<file path="src/rtl/uart_wb_pkg.sv">
// -----------------------------------------------------------------------------
// uart_wb_pkg
// Shared definitions for the UART-to-Wishbone debug bridge:
//   - frame opcodes and response bytes
//   - bridge FSM state encoding
//   - ceil_div8(): number of bytes needed to carry a field of given bit width
// -----------------------------------------------------------------------------
package uart_wb_pkg;

  localparam logic [7:0] OP_WRITE    = 8'h57;  // 'W'
  localparam logic [7:0] OP_READ     = 8'h52;  // 'R'

  localparam logic [7:0] RSP_OK      = 8'h4B;  // 'K'
  localparam logic [7:0] RSP_TIMEOUT = 8'h54;  // 'T'
  localparam logic [7:0] RSP_ERR     = 8'h45;  // 'E'

  typedef enum logic [2:0] {
    ST_IDLE,
    ST_ADDR,
    ST_DATA,
    ST_REQ,
    ST_WAIT,
    ST_SEND
  } state_t;

  function automatic int ceil_div8(input int bits);
    return (bits + 7) / 8;
  endfunction

endpackage

</file>
<file path="src/rtl/uart_wb_tx_shift.sv">
// -----------------------------------------------------------------------------
// uart_wb_tx_shift
// Response serializer. Loads either a full DATA_BYTES word (read data) or a
// single status byte, then presents it MSB-first on a valid/ready byte port.
// Ports:
//   i_clk, i_rst        clock, synchronous active-high reset
//   i_load_word, i_word parallel load of DATA_BYTES bytes
//   i_load_byte, i_byte load of one byte
//   o_tx_data/o_tx_valid/i_tx_ready  byte stream towards the UART
//   o_done              high in the cycle the final byte is accepted
// -----------------------------------------------------------------------------
module uart_wb_tx_shift #(
  parameter int DATA_BYTES = 4
) (
  input  logic                    i_clk,
  input  logic                    i_rst,
  input  logic                    i_load_word,
  input  logic                    i_load_byte,
  input  logic [8*DATA_BYTES-1:0] i_word,
  input  logic [7:0]              i_byte,
  output logic [7:0]              o_tx_data,
  output logic                    o_tx_valid,
  input  logic                    i_tx_ready,
  output logic                    o_done
);

  localparam int W  = 8 * DATA_BYTES;
  localparam int CW = $clog2(DATA_BYTES + 1);

  logic [W-1:0]  r_shift;
  logic [CW-1:0] r_left;
  logic          r_valid;
  logic          w_xfer;

  assign w_xfer     = r_valid && i_tx_ready;
  // Combinational so the parent FSM can leave SEND on the same edge the last
  // byte is taken.
  assign o_done     = w_xfer && (r_left == CW'(1));
  assign o_tx_data  = r_shift[W-1 -: 8];
  assign o_tx_valid = r_valid;

  always_ff @(posedge i_clk) begin
    if (i_rst) begin
      r_shift <= '0;
      r_left  <= '0;
      r_valid <= 1'b0;
    end else if (i_load_word) begin
      r_shift <= i_word;
      r_left  <= CW'(DATA_BYTES);
      r_valid <= 1'b1;
    end else if (i_load_byte) begin
      // Single byte is parked in the top lane so it comes out first.
      r_shift <= W'(i_byte) << (W - 8);
      r_left  <= CW'(1);
      r_valid <= 1'b1;
    end else if (w_xfer) begin
      r_shift <= r_shift << 8;
      r_left  <= r_left - 1'b1;
      if (r_left == CW'(1)) r_valid <= 1'b0;
    end
  end

endmodule

</file>
<file path="src/rtl/uart_wb_bridge.sv">
// -----------------------------------------------------------------------------
// uart_wb_bridge
// Parses binary command frames from a UART byte stream and issues one
// pipelined Wishbone transaction per frame, returning 'K', read data, 'T'
// (bus timeout) or 'E' (bad opcode) on the UART transmit stream.
// Ports:
//   i_clk, i_rst                     clock, synchronous active-high reset
//   i_rx_data, i_rx_valid            received bytes (no back-pressure)
//   o_tx_data, o_tx_valid, i_tx_ready  response byte stream
//   o_wb_cyc/stb/we/addr/data/sel    Wishbone master request
//   i_wb_stall, i_wb_ack, i_wb_data  Wishbone slave response
//   o_overrun                        sticky: a byte arrived while busy on bus/tx
//   o_busy                           bridge is not idle
// -----------------------------------------------------------------------------
module uart_wb_bridge
  import uart_wb_pkg::*;
#(
  parameter int ADDR_WIDTH     = 32,
  parameter int DATA_WIDTH     = 32,
  parameter int TIMEOUT_CYCLES = 1024
) (
  input  logic                    i_clk,
  input  logic                    i_rst,
  input  logic [7:0]              i_rx_data,
  input  logic                    i_rx_valid,
  output logic [7:0]              o_tx_data,
  output logic                    o_tx_valid,
  input  logic                    i_tx_ready,
  output logic                    o_wb_cyc,
  output logic                    o_wb_stb,
  output logic                    o_wb_we,
  output logic [ADDR_WIDTH-1:0]   o_wb_addr,
  output logic [DATA_WIDTH-1:0]   o_wb_data,
  output logic [DATA_WIDTH/8-1:0] o_wb_sel,
  input  logic                    i_wb_stall,
  input  logic                    i_wb_ack,
  input  logic [DATA_WIDTH-1:0]   i_wb_data,
  output logic                    o_overrun,
  output logic                    o_busy
);

  localparam int ADDR_BYTES = ceil_div8(ADDR_WIDTH);
  localparam int DATA_BYTES = DATA_WIDTH / 8;
  localparam int MAX_BYTES  = (ADDR_BYTES > DATA_BYTES) ? ADDR_BYTES : DATA_BYTES;
  localparam int CNT_W      = $clog2(MAX_BYTES + 1);
  localparam int TMO_W      = $clog2(TIMEOUT_CYCLES);

  state_t                r_state, w_state_next;
  logic [CNT_W-1:0]      r_cnt;
  logic [TMO_W-1:0]      r_tmo;
  logic                  r_we, r_cyc, r_stb, r_overrun, r_busy;
  logic [ADDR_WIDTH-1:0] r_addr;
  logic [DATA_WIDTH-1:0] r_data;

  logic       w_cyc_next, w_stb_next;
  logic       w_load_word, w_load_byte, w_done;
  logic [7:0] w_rsp_byte;
  logic       w_is_op, w_last_addr, w_last_data, w_expired, w_rx_drop;

  assign w_is_op     = (i_rx_data == OP_WRITE) || (i_rx_data == OP_READ);
  assign w_last_addr = (r_cnt == CNT_W'(ADDR_BYTES - 1));
  assign w_last_data = (r_cnt == CNT_W'(DATA_BYTES - 1));
  assign w_expired   = (r_tmo == TMO_W'(TIMEOUT_CYCLES - 1));
  assign w_rx_drop   = i_rx_valid &&
                       (r_state == ST_REQ || r_state == ST_WAIT || r_state == ST_SEND);

  assign o_wb_cyc  = r_cyc;
  assign o_wb_stb  = r_stb;
  assign o_wb_we   = r_we;
  assign o_wb_addr = r_addr;
  assign o_wb_data = r_data;
  assign o_wb_sel  = {DATA_BYTES{1'b1}};
  assign o_overrun = r_overrun;
  assign o_busy    = r_busy;

  always_ff @(posedge i_clk) begin
    if (i_rst) r_state <= ST_IDLE;
    else       r_state <= w_state_next;
  end

  always_comb begin
    w_state_next = r_state;
    w_cyc_next   = r_cyc;
    w_stb_next   = r_stb;
    w_load_word  = 1'b0;
    w_load_byte  = 1'b0;
    w_rsp_byte   = RSP_OK;
    unique case (r_state)
      ST_IDLE: begin
        if (i_rx_valid) begin
          if (w_is_op) begin
            w_state_next = ST_ADDR;
          end else begin
            w_load_byte  = 1'b1;
            w_rsp_byte   = RSP_ERR;
            w_state_next = ST_SEND;
          end
        end
      end
      ST_ADDR: begin
        if (i_rx_valid && w_last_addr) begin
          if (r_we) begin
            w_state_next = ST_DATA;
          end else begin
            w_state_next = ST_REQ;
            w_cyc_next   = 1'b1;
            w_stb_next   = 1'b1;
          end
        end
      end
      ST_DATA: begin
        if (i_rx_valid && w_last_data) begin
          w_state_next = ST_REQ;
          w_cyc_next   = 1'b1;
          w_stb_next   = 1'b1;
        end
      end
      ST_REQ, ST_WAIT: begin
        // An ack counts only once the strobe has been accepted; in REQ that
        // means the same cycle as !stall. Ack beats timeout in the expiry cycle.
        if (i_wb_ack && (r_state == ST_WAIT || !i_wb_stall)) begin
          w_cyc_next   = 1'b0;
          w_stb_next   = 1'b0;
          w_state_next = ST_SEND;
          if (r_we) w_load_byte = 1'b1;
          else      w_load_word = 1'b1;
        end else if (w_expired) begin
          w_cyc_next   = 1'b0;
          w_stb_next   = 1'b0;
          w_load_byte  = 1'b1;
          w_rsp_byte   = RSP_TIMEOUT;
          w_state_next = ST_SEND;
        end else if (r_state == ST_REQ && !i_wb_stall) begin
          w_stb_next   = 1'b0;
          w_state_next = ST_WAIT;
        end
      end
      ST_SEND: begin
        if (w_done) w_state_next = ST_IDLE;
      end
      default: w_state_next = ST_IDLE;
    endcase
  end

  always_ff @(posedge i_clk) begin
    if (i_rst) begin
      r_cnt     <= '0;
      r_tmo     <= '0;
      r_we      <= 1'b0;
      r_cyc     <= 1'b0;
      r_stb     <= 1'b0;
      r_overrun <= 1'b0;
      r_busy    <= 1'b0;
      r_addr    <= '0;
      r_data    <= '0;
    end else begin
      r_cyc  <= w_cyc_next;
      r_stb  <= w_stb_next;
      r_busy <= (w_state_next != ST_IDLE);
      // Zero outside the bus phase, so it always starts from 0 on REQ entry.
      r_tmo  <= (r_state == ST_REQ || r_state == ST_WAIT) ? r_tmo + 1'b1 : '0;
      if (w_rx_drop) r_overrun <= 1'b1;
      if (r_state == ST_IDLE && i_rx_valid && w_is_op) begin
        r_we  <= (i_rx_data == OP_WRITE);
        r_cnt <= '0;
      end
      if (r_state == ST_ADDR && i_rx_valid) begin
        // Truncating shift drops the unused high bits of the first byte.
        r_addr <= ADDR_WIDTH'({r_addr, i_rx_data});
        r_cnt  <= w_last_addr ? '0 : r_cnt + 1'b1;
      end
      if (r_state == ST_DATA && i_rx_valid) begin
        r_data <= DATA_WIDTH'({r_data, i_rx_data});
        r_cnt  <= w_last_data ? '0 : r_cnt + 1'b1;
      end
    end
  end

  uart_wb_tx_shift #(
    .DATA_BYTES (DATA_BYTES)
  ) u_tx_shift (
    .i_clk       (i_clk),
    .i_rst       (i_rst),
    .i_load_word (w_load_word),
    .i_load_byte (w_load_byte),
    .i_word      (i_wb_data),
    .i_byte      (w_rsp_byte),
    .o_tx_data   (o_tx_data),
    .o_tx_valid  (o_tx_valid),
    .i_tx_ready  (i_tx_ready),
    .o_done      (w_done)
  );

endmodule

</file>
<file path="config.mk">
export PLATFORM = sky130hd
export DESIGN_NAME = uart_wb_bridge
export DESIGN_NICKNAME = d
export VERILOG_FILES = /design/src/rtl/uart_wb_pkg.sv /design/src/rtl/uart_wb_tx_shift.sv /design/src/rtl/uart_wb_bridge.sv
export SDC_FILE = /design/constraint.sdc
export NUM_CORES = 1
export LEC_CHECK = 0
export CAP_MARGIN = 20
export CORE_MARGIN = 5
export CORE_UTILIZATION = 40
export DETAILED_ROUTE_END_ITERATION = 8
export PLACE_DENSITY_LB_ADDON = 0.1
export SETUP_SLACK_MARGIN = 0.15
export SKIP_CTS_REPAIR_TIMING = 1
export SYNTH_ARGS = -nofsm -noshare
export SYNTH_HDL_FRONTEND = slang
export SYNTH_HIERARCHICAL = 1
export SYNTH_SLANG_ARGS = --single-unit
</file>
<file path="constraint.sdc">
create_clock -name i_clk -period 6.3 [get_ports i_clk]
set_clock_uncertainty 0.2 [all_clocks]
set_input_delay 1.26 -clock i_clk [delete_from_list [all_inputs] [get_ports i_clk]]
set_output_delay 1.26 -clock i_clk [all_outputs]
set_load 0.02 [all_outputs]
</file>
==> impl_metrics.ini <==
[setup_path]
cp_max_fo = 24
crit_type = input pin to register
worst_setup_path_end_kind = register
arrival_ns = 4.15
required_ns = 6.44
worst_setup_path_start_kind = input pin

[placed_design]
dp.cells = 855
place_ws_ns = 1.84
place_congestion = 0.745
place_hpwl_mm = 8.48
io_buffers = 123

[global_routing]
grt_use_total_pct = 17.0
grt_max_degree = 95
overflow = 0
grt_pass1_vias = 4206
grt_pass1_wl_mm = 20.4
antenna_found_initial = 0

[route]
drc_errors = 0
drtIter0Drc = 306
ant_nets = 0
num_vias = 4371
firstDrtPassIters = 4
dr.max_layer_used = met4
met3_length_um = 807
met1Wirelength_mm = 5.56
wl_met2_mm = 5.82
wl_mm = 12.4
wl_per_cell_um = 14.0
via_per_inst = 4.93

[sta]
clock.fmax_mhz = 249
setup_slack_ns = 2.29
rsz0062_at_grt = false
relSlewSlack_pct = 29.3
post-route-min-period_ns = 4.01
finalMaxSlewViolations = 0
setup_viol = 0
tns_ns = 0
finalCritPeriodShare_pct = 63.7
hold_viol = 0
tightest_slew_ns = 1.06

[synth]
yosysUniqueCellTypes = 55
avgSynthCellArea_sq_um = 8.39
ys_async_sr_fraction_pct = 0
synth-seq-cells = 121
yosys_warnings = 6
netlist_instances = 603
synth-seq-area-share_pct = 47.9
synth_edf_count = 0
syn_area_sq_um = 5060
yosys_most_used_dff = dfxtp_1

[clock_network]
max-clock-path-buffers = 2
clkTransAtPathRegs_ns = 0.05
cts_tree = yes
htree_num_levels = 4
cts-root-buf = clkbuf_16
cts_buffers = 17
cts_sinks = 121
clock_latency_ns = 0.41

[cells_and_area]
synthToLayoutAreaGrowth_pct = 36.2
layout_commonest_cell = nand2_1
mostFrequentLayoutCells = nand2_1 (156), clkdlybuf4s50_1 (122), dfxtp_1 (121), a21oi_1 (77), nor2_1 (35)
fillers = 1241
drive_gt1_share_pct = 8.11
fin_util_pct = 55.1
nets = 752
stdcell_count = 887
diodes = 0

[min_path]
hold_class = register to register

[floorplanning]
ioPinCount = 128
die_h_um = 122
die_area_sq_um = 15000
initial_core_util_pct = 40.4
die_x_um = 122
fp-row-count = 41
core_area_sq_um = 12500

[power]
irDropWorstVdd_mv = 0.157
power_density_nw_per_um2 = 301
p_leak_nw = 2.46
p_total_mw = 2.08

[status]
status = complete, no violations

[run]
maxCapViolations = 0
-- metal layers --
| layer | vias to the layer above | global-route usage, % |
|---|---|---|
| met2 | 115 | 26.9 |
| met1 | 2033 | 21.3 |
| met5 | - | 0 |
| met4 | 0 | 7.28 |
| li1 | 2201 | - |
| met3 | 22 | 5.44 |
-- per-stage QoR --
stage / hold slack [ns] / cell area [sq um]
global placement: 0.229 / 6260
floorplan: 0.218 / 5080
global route: 0.275 / 6890
detailed placement: 0.238 / 6260
finish: 0.248 / 6890
CTS: 0.251 / 6890
-- path summary, 6_finish.rpt --
path | from | slack (ns) | depth (start not counted) | end
max | i_rx_data[5] | 2.29 | 8 | u_tx_shift/r_shift[29]
min | r_tmo[0] | 0.25 | 1 | r_tmo[0]
max reg2reg | r_state[2] | 3.24 | 9 | u_tx_shift/r_shift[29]
min reg2reg | r_tmo[0] | 0.25 | 1 | r_tmo[0]
-- sequential cells by signal, indices dropped and copies added (netlist names), 3 cells and up --
| name | cells |
|---|---|
| o_wb_addr | 32 |
| o_wb_data | 32 |
| u_tx_shift/r_shift | 32 |
| r_tmo | 10 |
| r_cnt | 3 |
| r_state | 3 |
| u_tx_shift/r_left | 3 |
-- where the power goes --
| part | switching (mW) | leakage, nW | total, mW | internal (mW) |
|---|---|---|---|---|
| Sequential | 0.0231 | 0.978 | 0.815 | 0.792 |
| Combinational | 0.136 | 1.17 | 0.242 | 0.106 |
| Clock | 0.339 | 0.306 | 1.02 | 0.680 |
| Total | 0.498 | 2.46 | 2.08 | 1.58 |
-- worst max-delay path, cell delays in order --
cell             delay, ns
clkdlybuf4s50_1       0.44
nand4bb_1             0.39
o31ai_1               0.57
o21ai_1               0.13
buf_4                 0.23
a211oi_4              0.77
nand2_1               0.18
a21oi_2               0.17
-- layout make-up --
cell class	instances	area [sq um]	share of cell area, %
clock buffer	20	457	6.63
clock inverter	12	173	2.51
sequential	121	2420	35.1
multi-input combinational	423	2320	33.7
timing repair buffer	127	1260	18.3
tap	172	215	3.12
inverter	12	45.0	0.654
-- synthesized netlist by cell type, types with 3 or more instances --
master,n,area [sq um]
xor2_1,6,52.6
nor2_1,35,131
nand3_1,4,20.0
nor3_1,5,25.0
mux2i_1,24,240
nand4_1,4,25.0
nand3b_1,3,22.5
o21ai_0,12,60.1
inv_1,11,41.3
and4_1,3,26.3
ha_1,4,50.1
buf_2,12,60.1
o21ai_1,10,50.1
dfxtp_1,121,2420
a211o_1,8,70.1
a21oi_2,7,61.3
a22oi_1,9,67.6
a21oi_1,77,385
clkbuf_1,21,78.8
buf_6,4,45.0
nand2_1,156,586
buf_4,15,113
xnor2_1,4,35.0
nor2b_1,10,62.6
-- cell families after synthesis --
group | synth area share, %
compound gates | 16.0
fa+ha+maj | 0.989
xor+xnor | 1.73
mux | 4.75
simple gates | 21.8
buf+inv | 6.75
other cells | 0.148
flops | 47.9
Power figures use the tool's default switching activity.
